--- config.mk ---
export PLATFORM = sky130hd
export DESIGN_NAME = fwft_write_skid_logic
export DESIGN_NICKNAME = d
export VERILOG_FILES = /design/src/rtl/fwft_write_skid_logic_pkg.sv /design/src/rtl/fwft_write_skid_logic.sv
export SDC_FILE = /design/constraint.sdc
export NUM_CORES = 1
export LEC_CHECK = 0
export CORE_MARGIN = 1.5
export CORE_UTILIZATION = 45
export DETAILED_ROUTE_END_ITERATION = 6
export DONT_BUFFER_PORTS = 1
export SLEW_MARGIN = 20
export SYNTH_ARGS = -nofsm -noshare
export SYNTH_HDL_FRONTEND = slang
export SYNTH_SLANG_ARGS = --single-unit
--- constraint.sdc ---
create_clock -name WR_CLK -period 4.56 [get_ports WR_CLK]
set_input_delay 0.912 -clock WR_CLK [delete_from_list [all_inputs] [get_ports WR_CLK]]
set_output_delay 0.912 -clock WR_CLK [all_outputs]
set_load 0.02 [all_outputs]
--- src/rtl/fwft_write_skid_logic_pkg.sv ---
`default_nettype none
// ============================================================================
// Module  : fwft_write_skid_logic_pkg
// Brief   : Shared FIFO types and constants for the write-side skid pipeline.
// Revision: 1.0 - initial release
// ============================================================================
package fwft_write_skid_logic_pkg;

  // Pipeline occupancy, 0..SKID_DEPTH
  typedef logic [1:0] occ_t;

  localparam int SKID_DEPTH = 2;

endpackage
`default_nettype wire

--- src/rtl/fwft_write_skid_logic.sv ---
`default_nettype none
// ============================================================================
// Module  : fwft_write_skid_logic
// Brief   : Two-entry write skid pipeline feeding the FIFO RAM, with a
//           registered user full flag isolated from the core full path.
// Revision: 1.0 - initial release
// ============================================================================
module fwft_write_skid_logic
  import fwft_write_skid_logic_pkg::*;
#(
  parameter int DATA_WIDTH = 8
) (
  input  logic                  WR_CLK,
  input  logic                  RST,
  input  logic                  WR_EN,
  input  logic [DATA_WIDTH-1:0] DIN,
  input  logic                  FIFO_FULL,
  output logic                  RAM_WE,
  output logic [DATA_WIDTH-1:0] RAM_DIN,
  output logic                  USER_FULL,
  output logic                  WR_ACK,
  output logic                  OVERFLOW,
  output logic                  PIPE_EMPTY,
  output logic                  STAGE1_VALID,
  output logic                  STAGE2_VALID
);

  logic                  r_stage1_valid;
  logic                  r_stage2_valid;
  logic [DATA_WIDTH-1:0] r_stage1_data;
  logic [DATA_WIDTH-1:0] r_stage2_data;
  logic                  r_user_full;
  logic                  r_wr_ack;
  logic                  r_overflow;
  logic                  r_pipe_empty;

  logic                  w_accept;
  logic                  w_drain;
  occ_t                  w_occ;
  occ_t                  w_occ_next;

  assign w_accept   = WR_EN & ~r_user_full;
  assign w_drain    = r_stage1_valid & ~FIFO_FULL;
  assign w_occ      = {1'b0, r_stage1_valid} + {1'b0, r_stage2_valid};
  assign w_occ_next = w_occ + {1'b0, w_accept} - {1'b0, w_drain};

  // Stage1 always holds the oldest word; stage2 only fills behind it.
  always_ff @(posedge WR_CLK or posedge RST) begin
    if (RST) begin
      r_stage1_valid <= 1'b0;
      r_stage2_valid <= 1'b0;
      r_stage1_data  <= '0;
      r_stage2_data  <= '0;
    end else if (w_drain) begin
      if (r_stage2_valid) begin
        r_stage1_data <= r_stage2_data;
        if (w_accept) begin
          r_stage2_data <= DIN;
        end else begin
          r_stage2_valid <= 1'b0;
        end
      end else if (w_accept) begin
        r_stage1_data <= DIN;
      end else begin
        r_stage1_valid <= 1'b0;
      end
    end else if (!r_stage1_valid) begin
      if (w_accept) begin
        r_stage1_valid <= 1'b1;
        r_stage1_data  <= DIN;
      end
    end else if (!r_stage2_valid && w_accept) begin
      r_stage2_valid <= 1'b1;
      r_stage2_data  <= DIN;
    end
  end

  always_ff @(posedge WR_CLK or posedge RST) begin
    if (RST) begin
      r_user_full  <= 1'b0;
      r_wr_ack     <= 1'b0;
      r_overflow   <= 1'b0;
      r_pipe_empty <= 1'b1;
    end else begin
      r_user_full  <= (w_occ_next == occ_t'(SKID_DEPTH));
      r_wr_ack     <= w_accept;
      r_overflow   <= WR_EN & r_user_full;
      r_pipe_empty <= (w_occ_next == occ_t'(0));
    end
  end

  assign RAM_WE       = w_drain;
  assign RAM_DIN      = r_stage1_data;
  assign USER_FULL    = r_user_full;
  assign WR_ACK       = r_wr_ack;
  assign OVERFLOW     = r_overflow;
  assign PIPE_EMPTY   = r_pipe_empty;
  assign STAGE1_VALID = r_stage1_valid;
  assign STAGE2_VALID = r_stage2_valid;

endmodule
`default_nettype wire
==> results.py <==
metrics = {
    "outcome": {
        "status": "complete, no violations",
    },
    "clock_tree": {
        "cts_sinks": 22,
        "holdBufCountCts": 0,
        "clk_latency_ns": 0.31,
        "cts_made_buffers": 3,
        "cts-resized-gates": 0,
        "cts_root_buf": "clkbuf_4",
        "cts_tree": "done",
        "postCtsSetupBuffers": 0,
        "cts_buffer_depth": 2,
        "path_clk_slew_ns": 0.12,
        "h-tree-depth": 1,
    },
    "critical_path": {
        "worstSetupEndpointType": "output pin",
        "path_max_fanout": 13,
        "crit_buf_inv": 1,
        "crit_required_ns": 3.65,
        "slowest_stage": "dfrtp_1",
        "slowest_delay_ns": 0.64,
        "critical_path_class": "flop to output pin",
        "cp_cell_sequence": "inv_1 -> nor2_1",
        "crit_arrival_ns": 1.60,
        "worst_setup_path_start_kind": "flop",
        "critPathTopFamily": "flip-flops",
    },
    "sta": {
        "setup_viol": 0,
        "fin_crit_ns": 2.51,
        "slew_headroom_pct": 44.7,
        "skew_ns": 0.00818,
        "worst_pin_slew_ns": 0.828,
        "fin_crit_sh_pct": 55.1,
        "hold_viol": 0,
        "slew_viol_final": 0,
        "setup_slack_ns": 2.05,
        "finalSetupTns_ns": 0,
        "fmax_mhz": 398,
        "rsz0062_at_grt": "false",
    },
    "logic_synthesis": {
        "synthFlopType": "dfrtp_1",
        "synth.most_common_cell": "dfrtp_1",
        "synth_edf_count": 0,
        "async_reset_ff_share_pct": 100,
        "avgSynthCellArea_um2": 13.1,
        "synth_area_mm2": 0.00107,
        "synthTopCellsByCount": "dfrtp_1 (21), a31oi_1 (8), and4b_1 (8), mux2_4 (8), o2bb2ai_1 (8)",
        "ys_warn_count": 0,
        "synth_top_cell_by_area": "dfrtp_1",
        "syn_inst": 82,
        "netlist.area_leader.share_pct": 48.9,
        "yosysSeqAreaShare_pct": 51.3,
        "synth.area.top_cells": "dfrtp_1 (49%), mux2_4 (11%), and4b_1 (7.5%)",
        "ys_ff_latch": 22,
        "ys_types": 24,
        "synthesis.nets": 97,
    },
    "place": {
        "placed_cells": 103,
        "dpl.hpwl_mm": 1.40,
        "numPortBuffers": 0,
        "placed_area_mm2": 0.00107,
        "pre_cts_ws_ns": 2.03,
        "gp_congestion": 0.730,
    },
    "layout": {
        "syn2layout_area_growth_pct": 2.68,
        "multiInputGateArea_um2": 465,
        "diodes": 0,
        "fin_cells": 107,
        "regArea_um2": 552,
        "layout-drive-gt1-share_pct": 21.5,
        "final_nets": 95,
        "fill_cells": 212,
        "stdcell_area_mm2": 0.00110,
    },
    "detailed_routing": {
        "firstDrtPassIters": 4,
        "vias": 619,
        "vias_per_cell": 5.79,
        "wl_per_cell_um": 18.4,
        "drt-total-wl_mm": 1.97,
        "drc": 0,
        "ant_nets": 0,
        "dr.first_iter.drc_count": 9,
    },
    "die": {
        "start_util_pct": 48.1,
        "die_h_um": 51.9,
        "core_mm2": 0.00223,
        "num_rows": 17,
        "dieArea_mm2": 0.00269,
        "die_x_um": 51.9,
        "io_pins": 27,
    },
    "power_and_ir_drop": {
        "cellPowerDensity_mw_per_mm2": 699,
        "peakVddDrop_mv": 0.423,
        "finalPower_uw": 771,
        "p_leak_nw": 0.513,
    },
    "hold_path": {
        "hp-class": "flop to flop",
    },
    "global_routing": {
        "grt_overflow_total": 0,
        "grt_pass1_vias": 612,
        "antenna_found_initial": 0,
        "grt_first_pass_wirelength_mm": 3.10,
        "grt_usage_pct": 16.3,
        "grt_max_degree": 23,
    },
    "flow_run": {
        "drv_cap": 0,
    },
}
[stage by stage]
stage	hold WS [ns]	util [%]
after floorplan	0.474	-
after global placement	0.501	47.8
after detailed placement	0.492	47.8
after CTS	0.529	49.4
after global routing	0.548	49.4
final	0.533	49.4
[layout make-up]
| cell class | instances | area share [%] |
|---|---|---|
| multi-input cells | 49 | 42.2 |
| well taps | 28 | 3.17 |
| clock buffers | 4 | 3.29 |
| inverters | 4 | 1.36 |
| flip-flops and latches | 22 | 50.0 |
[registers in the layout, summed over array words and instances (netlist names)]
name           flops
PIPE_EMPTY         1
RAM_DIN            8
r_stage2_data      8
OVERFLOW           1
STAGE1_VALID       1
WR_ACK             1
USER_FULL          1
STAGE2_VALID       1
[where the power goes]
group          switching (mW)  internal (mW)  leakage (nW)
logic                   0.102          0.136         0.225
registers               0.140          0.287         0.266
clock network          0.0576         0.0488        0.0210
total                   0.299          0.472         0.513
[final timing paths]
kind / from / to / slack [ns] / cells past startpoint
max: STAGE1_VALID$_DFFE_PP0P_ / RAM_WE / 2.05 / 2
min: r_stage2_data[2]$_DFFE_PP0P_ / r_stage2_data[2]$_DFFE_PP0P_ / 0.53 / 1
max reg2reg: STAGE1_VALID$_DFFE_PP0P_ / r_stage2_data[0]$_DFFE_PP0P_ / 2.13 / 5
min reg2reg: r_stage2_data[2]$_DFFE_PP0P_ / r_stage2_data[2]$_DFFE_PP0P_ / 0.53 / 1
max in group asynchronous: RST / RAM_DIN[2]$_DFFE_PP0P_ / 3.40 / 1
min in group asynchronous: RST / r_stage2_data[6]$_DFFE_PP0P_ / 0.64 / 1
[kinds of logic (layout without fill, tap and decap cells)]
logic type | Yosys count | after routing | synth area share [%]
compound gates | 22 | 22 | 14.9
flops | 22 | 22 | 51.3
simple gates | 15 | 15 | 12.2
buf+inv | 11 | 8 | 5.35
mux | 8 | 8 | 11.2
fa+ha+maj | 3 | 3 | 4.19
xor+xnor | 1 | 1 | 0.815
[per-layer routing]
layer  vias up  GRT usage (%)  share of wire, %
li1        297              -                 -
met1       295           25.0                51
met2        25           20.0                39
met3         2           7.18               9.6
met4         0           5.26              0.81
met5         -              0                 0
[placed cells by master (no fill, tap or decap), drive strengths merged, types with 2 or more instances in the layout]
cell and n:
dfrtp 21, and2 3, o21ai 2, mux2 8, a21oi 2, ha 2, a31oi 8, and4b 8
o2bb2ai 8, inv 4, clkbuf 4
No activity file was read; power rests on OpenSTA's default activity.
